===== src/rtl/btn_pkg.sv =====
// btn_pkg: key FSM states, default parameters and counter-width helper for button_conditioner.
package btn_pkg;

    typedef enum logic [1:0] {IDLE, DELAY, REPEAT, HELD} key_state_t;

    localparam int DEF_NUM_KEYS        = 2;
    localparam int DEF_DEBOUNCE_CYCLES = 1000000;
    localparam int DEF_REPEAT_DELAY    = 25000000;
    localparam int DEF_REPEAT_PERIOD   = 5000000;

    function automatic int cnt_width(input int max_val);
        return (max_val < 1) ? 1 : $clog2(max_val + 1);
    endfunction

endpackage


===== src/rtl/button_conditioner_key_channel.sv =====
// key_channel: synchroniser, debouncer, press/release strobes and per-key FSM for one key.
// Auto-repeat (DELAY/REPEAT states and repeat counter) is built only when BTN_AUTOREPEAT_EN is defined.
module key_channel
    import btn_pkg::*;
#(
    parameter int DEBOUNCE_CYCLES = DEF_DEBOUNCE_CYCLES,
    parameter int REPEAT_DELAY    = DEF_REPEAT_DELAY,
    parameter int REPEAT_PERIOD   = DEF_REPEAT_PERIOD
) (
    input  logic clk,
    input  logic rst,
    input  logic key_n,
    output logic key_level,
    output logic key_press,
    output logic key_release
);

    localparam int DW = cnt_width(DEBOUNCE_CYCLES - 1);
    localparam logic [DW-1:0] DB_LAST = DW'(DEBOUNCE_CYCLES - 1);

    logic [1:0]    sync;
    logic [DW-1:0] db_cnt;
    logic          differ, accept, press_evt, release_evt, press_nxt;
    key_state_t    state, state_nxt;

    // Illegal parameter sets leave this marker block in the elaborated hierarchy.
    if (DEBOUNCE_CYCLES < 2 || REPEAT_DELAY < 1 || REPEAT_PERIOD < 1) begin : g_bad_params
    end

    // The stable state is ~key_level, so the active-low sample differs when it equals key_level.
    assign differ      = sync[1] == key_level;
    assign accept      = differ && db_cnt == DB_LAST;
    assign press_evt   = accept && !key_level;
    assign release_evt = accept && key_level;

    always_ff @(posedge clk) begin
        if (rst) begin
            sync        <= 2'b11;
            db_cnt      <= '0;
            key_level   <= 1'b0;
            key_press   <= 1'b0;
            key_release <= 1'b0;
            state       <= IDLE;
        end else begin
            sync        <= {sync[0], key_n};
            db_cnt      <= (!differ || accept) ? '0 : db_cnt + 1'b1;
            key_level   <= key_level ^ accept;
            key_press   <= press_nxt;
            key_release <= release_evt;
            state       <= state_nxt;
        end
    end

`ifdef BTN_AUTOREPEAT_EN
    localparam int RMAX = (REPEAT_DELAY > REPEAT_PERIOD) ? REPEAT_DELAY : REPEAT_PERIOD;
    localparam int RW = cnt_width(RMAX - 1);
    localparam logic [RW-1:0] RD_LAST = RW'(REPEAT_DELAY - 1);
    localparam logic [RW-1:0] RP_LAST = RW'(REPEAT_PERIOD - 1);
    localparam logic [RW-1:0] R_SAT   = '1;

    logic [RW-1:0] rep_cnt, rep_cnt_nxt;
    logic          rep_hit;

    always_ff @(posedge clk) begin
        if (rst) rep_cnt <= '0;
        else     rep_cnt <= rep_cnt_nxt;
    end

    // A release always wins over a repeat that falls due on the same cycle.
    always_comb begin
        state_nxt   = state;
        rep_hit     = 1'b0;
        rep_cnt_nxt = '0;
        if (release_evt) begin
            state_nxt = IDLE;
        end else if (state == IDLE) begin
            state_nxt = press_evt ? DELAY : IDLE;
        end else begin
            rep_hit     = rep_cnt == ((state == DELAY) ? RD_LAST : RP_LAST);
            state_nxt   = rep_hit ? REPEAT : state;
            rep_cnt_nxt = rep_hit ? '0 : ((rep_cnt == R_SAT) ? rep_cnt : rep_cnt + 1'b1);
        end
        press_nxt = press_evt || rep_hit;
    end
`else
    always_comb begin
        state_nxt = state;
        if (release_evt)    state_nxt = IDLE;
        else if (press_evt) state_nxt = HELD;
        press_nxt = press_evt;
    end
`endif

endmodule


===== src/rtl/button_conditioner.sv =====
// button_conditioner: debounced press/release strobes for NUM_KEYS active-low push-buttons.
// Define BTN_AUTOREPEAT_EN to add auto-repeat strobes on key_press.
module button_conditioner
    import btn_pkg::*;
#(
    parameter int NUM_KEYS        = DEF_NUM_KEYS,
    parameter int DEBOUNCE_CYCLES = DEF_DEBOUNCE_CYCLES,
    parameter int REPEAT_DELAY    = DEF_REPEAT_DELAY,
    parameter int REPEAT_PERIOD   = DEF_REPEAT_PERIOD
) (
    input  logic                clk,
    input  logic                rst,
    input  logic [NUM_KEYS-1:0] key_n,
    output logic [NUM_KEYS-1:0] key_level,
    output logic [NUM_KEYS-1:0] key_press,
    output logic [NUM_KEYS-1:0] key_release
);

    for (genvar k = 0; k < NUM_KEYS; k++) begin : g_key
        key_channel #(
            .DEBOUNCE_CYCLES(DEBOUNCE_CYCLES),
            .REPEAT_DELAY   (REPEAT_DELAY),
            .REPEAT_PERIOD  (REPEAT_PERIOD)
        ) u_chan (
            .clk        (clk),
            .rst        (rst),
            .key_n      (key_n[k]),
            .key_level  (key_level[k]),
            .key_press  (key_press[k]),
            .key_release(key_release[k])
        );
    end

endmodule


===== config.mk =====
export PLATFORM = sky130hd
export DESIGN_NAME = button_conditioner
export DESIGN_NICKNAME = d
export VERILOG_FILES = /design/src/rtl/btn_pkg.sv /design/src/rtl/button_conditioner_key_channel.sv /design/src/rtl/button_conditioner.sv
export SDC_FILE = /design/constraint.sdc
export NUM_CORES = 1
export LEC_CHECK = 0
export ABC_CLOCK_PERIOD_IN_PS = 2200
export CORE_UTILIZATION = 60
export DETAILED_ROUTE_END_ITERATION = 8
export DONT_BUFFER_PORTS = 1
export GPL_TIMING_DRIVEN = 0
export PLACE_DENSITY = 0.76
export SLEW_MARGIN = 20
export SYNTH_ARGS = -nofsm -noshare
export SYNTH_HDL_FRONTEND = slang
export SYNTH_HIERARCHICAL = 1
export SYNTH_SLANG_ARGS = --single-unit

===== constraint.sdc =====
create_clock -name clk -period 2.2 [get_ports clk]
set_clock_uncertainty 0.05 [all_clocks]
set_input_delay 0.22 -clock clk [delete_from_list [all_inputs] [get_ports clk]]
set_output_delay 0.22 -clock clk [all_outputs]
set_load 0.01 [all_outputs]

# Word level (Yosys, flattened, before mapping)
# Index checks and enable logic that the tools add are counted.
classes:
  n_eq_ne: 4
  bitwise: 2
  addsub: 2
  reduce_logical: 14
ops:
  columns: ["op", "count"]
  rows:
  - ["adder 20 x 1 -> 20 bit, second input constant", 2]
  - ["equality test 20 bit, second input constant", 2]
  - ["logical AND 1 bit", 6]
  - ["zero test 1 bit", 4]
  - ["OR reduction 2 bit", 2]
  - ["equality test 1 bit", 2]
  - ["logical OR 1 bit", 2]
  - ["XOR 1 bit", 2]
word_totals:
  regBits: 50
  word_cells: 32
  output_inout_bits: 6
  in_bits: 4

# Longest topological paths before layout
depth:
  depth_word: 4
  mapped_depth: 7

# Cells and area by module
# The synthesis kept the hierarchy.
by_module_without_submodules:
  columns: ["module", "seq_area_each_um2", "area_each_um2", "instances", "cells_each"]
  rows:
  - ["key_channel", 500.5, 1088.5, 2, 120]

# Worst setup path after synthesis
# No wires, ideal clock.
synth_path:
  path_type: "reg-to-reg"
  from: "register g_key[0].u_chan.db_cnt[0]"
  to: "register g_key[0].u_chan.db_cnt[18]"
  synth_period_minus_slack_ps: 1818
  path_stages_with_launch: 6
  setup_ps: 70
  arrival_time_ps: 1699
  n_path_buf: 0
  slack_ps: 382
  path_cell_list: "dfxtp_1 > ha_1 > nand3_1 > or4_4 > or3_1 > a21oi_1"
synth_via:
  elab_chain_len: 4
synth_rtl:
  columns: ["item", "line", "source"]
  rows:
  - ["start, declared", "button_conditioner_key_channel.sv:22", "logic [DW-1:0] db_cnt;"]
  - ["start signal, assigned", "button_conditioner_key_channel.sv:46", "db_cnt <= (!differ || accept) ? '0 : db_cnt + 1'b1;"]
  - ["branches (longest 4 deep; another with adder 20 x 1 -> 20 bit)", null, null]
# Several ways; the timed one is not identified.
# A chain may end at the register's enable or synchronous reset.

# Worst setup path after layout
layout_path:
  from: "register g_key[1].u_chan.db_cnt[0]"
  to: "register g_key[1].u_chan.db_cnt[18]"
layout_via:
  elab_chain_len: 4
layout_rtl:
  columns: ["item", "line"]
  rows:
  - ["start, declared", "button_conditioner_key_channel.sv:22"]
  - ["start signal, assigned", "button_conditioner_key_channel.sv:46"]
  - ["branches (longest 4 deep; another with adder 20 x 1 -> 20 bit)", null]
# Several ways; the timed one is not identified.

==> results.md <==
- Tightest Pin Transition: 0.4701 ns
- Initial core utilization: 63.74%
- Synth area leader: dfxtp_1
- # IOs: 10
- Setup TNS Final: 0 ns
- Mapped Area: 2177 um^2
- Run status: finished clean
- Power Density: 620.1 nW/um^2
- CTS tree: done
- Die W: 62.24 um
- First-pass GRT wire length: 6741 um
- Fin. Hold Viols: 0
- Seq/Total Area, Yosys: 45.98%
- CP startpoint kind: register
- Most numerous cell in the Yosys netlist: dfxtp_1
- # DRC: 0
- Final setup fails: 0
- Syn_area_per_cell: 9.071 um^2
- Clock latency on the worst-skew pair: 0.36 ns
- Total global-route track usage: 21.76%
- Fin nets: 260
- Most used DFF post-synth: dfxtp_1
- CP max FO: 6
- Worst-case clock buffer depth: 2
- Placed insts: 286
- Slew Viols, Final: 0
- Top cells by area, synth: dfxtp_1 (46%), xnor2_1 (11%), nor2_1 (7.9%)
- GP Congestion: 0.7547
- Arrival time at the worst endpoint: 2.29 ns
- I/O Buffers: 0
- WS Path Type: reg -> reg
- Filler cell count: 296
- Lkg Pwr: 0.6998 nW
- Vias per cell: 5.475
- Max-cap viol count: 0
- Synthesized Nets: 250
- Final min period: 2.031 ns
- Synth top cells by count: dfxtp_1 (50), nor2_1 (46), xnor2_1 (28), inv_1 (14), nand3_1 (14)
- CTS resizes: 0
- WL/cell: 12.52 um
- Routed Antenna Nets: 0
- Die area: 3873 um^2
- Clock slew seen by the registers of the worst setup and hold paths: 0.14 ns
- Crit. End Element: register
- Antenna violations before repair: 0
- RSZ-0062 raised after global routing: no
- YS warnings: 6
- Via count: 1,626
- Dpl hpwl: 2556 um
- Postcts setup bufs: 0
- Number of global-route vias before repair: 1,489
- Core Region: 3416 um^2
- # hold bufs at CTS: 3
- Design Area, Final: 2344 um^2
- CTS buffer count: 5
- Share of layout cells above drive strength 1: 9.163%
- Yosys reg bits: 50
- Standard-cell row count: 21
- H-tree depth: 2
- VDD IR max: 0.3966 mV
- Slowest CP cell: or4_4
- Crit share post-route: 92.30%
- Placed Area: 2235 um^2
- Crit path buffers/inverters: 0
- Delay of the slowest cell on the worst path: 0.62 ns
- Worst hold path type: in -> reg
- 1st-iter DRT viols: 85
- Synth cell types: 27
- Area share of the largest cell type after synthesis: 45.98%
- Root Buffer: clkbuf_4
- Die H: 62.24 um
- Delay-heaviest family, CP: simple AND/OR/NAND/NOR gates
- GR Overflow Total: 0
- Final non-filler cell total: 297
- P&R area growth vs syn: 7.644%
- First drt pass iteration count: 4
- FMAX: 0.4925 GHz
- Clk sink count: 50
- Max_slew headroom: 68.37%
- Pin count of the biggest net entering global routing: 16
- CP required: 2.46 ns
- Ys async rst share: 0%
- # diodes: 0
- Final wirelength: 3717 um
- Post-synth EDFFs: 0
- Critical path, cell by cell: ha_1, nand3_1, or4_4, or3_1, a21oi_1
- Synth Instances: 240
metal layers:
| layer | track usage, % | vias to the layer above | routed length [um] | share of wire (%) |
|---|---|---|---|---|
| met3 | 4.228 | 7 | 115 | 3.1 |
| met2 | 31.87 | 28 | 1609 | 43 |
| met4 | 7.849 | 0 | 51 | 1.4 |
| li1 | - | 841 | - | - |
| met1 | 31.77 | 750 | 1939 | 52 |
| met5 | 0 | - | 0 | 0 |
cells in the final DEF (no fill, tap or decap), types with 5 or more instances in the layout:
cell / n
nor4_1: 10
ha_1: 6
clkbuf_4: 5
xnor2_1: 28
nand2_1: 8
nand3_1: 14
nand4_1: 6
inv_1: 14
nor3_1: 6
or2_2: 6
dfxtp_1: 50
nor2_1: 46
a21oi_1: 6
logic make-up after synthesis:
logic type | share of synthesized area, %
AO/OA/AOI/OAI | 4.138
XOR/XNOR | 12.87
adder cells (fa/ha/maj) | 3.448
buffers and inverters | 3.333
flip-flops | 45.98
AND/OR/NAND/NOR | 30.23
worst reg2reg max path, delay by kind of cell (launching register included):
family	cells	cell delay [ns]
DFF	1	0.40
adders and majority gates	1	0.22
AOI/OAI and AO/OA	1	0.14
and+or+nand+nor	3	1.19
flip-flops by register name, summed over array words and instances, names as in the netlist:
name	flops
g_key.u_chan/key_release	2
g_key.u_chan/db_cnt	40
g_key.u_chan/key_level	2
g_key.u_chan/sync	4
g_key.u_chan/key_press	2
stage by stage:
stage               util [%]  power (mW)  setup WS, ns  hold slack, ns
floorplan                  -      0.9425        0.3817          0.2367
global placement       65.42      0.9458        0.2253          0.2385
detailed placement     65.42      0.9461        0.1900          0.2403
CTS                    68.61       1.473        0.1722          0.1629
global route           68.61       1.508       0.05461          0.1891
finish                 68.61       1.453        0.1695          0.1733
worst paths after layout:
kind / from / endpoint / slack, ns / cells past startpoint
max reg2reg: g_key[1].u_chan/db_cnt[0] / g_key[1].u_chan/db_cnt[18] / 0.17 / 5
min: rst / g_key[1].u_chan/db_cnt[17] / 0.17 / 3
min reg2reg: g_key[1].u_chan/sync[0] / g_key[1].u_chan/sync[1] / 0.39 / 1
max: g_key[1].u_chan/db_cnt[0] / g_key[1].u_chan/db_cnt[18] / 0.17 / 5
layout make-up:
cell class / instances / area (um^2) / area share [%]
repair buffers: 3 / 30.03 / 1.281
flip-flops and latches: 50 / 1001 / 42.71
clock buffers: 6 / 41.29 / 1.762
well taps: 46 / 57.56 / 2.456
multi-input cells: 172 / 1104 / 47.09
clock inverters: 2 / 37.54 / 1.602
plain buffers: 4 / 20.02 / 0.8542
inverters: 14 / 52.55 / 2.242
power breakdown:
group | total, mW | switching (mW) | internal, mW | leakage (nW)
Clock | 0.520 | 0.280 | 0.240 | 0.0385
Combinational | 0.0208 | 0.0120 | 0.00885 | 0.258
Sequential | 0.912 | 0.00221 | 0.910 | 0.404
Total | 1.45 | 0.294 | 1.16 | 0.700
Note: power is estimated with default switching activity, not from simulation.
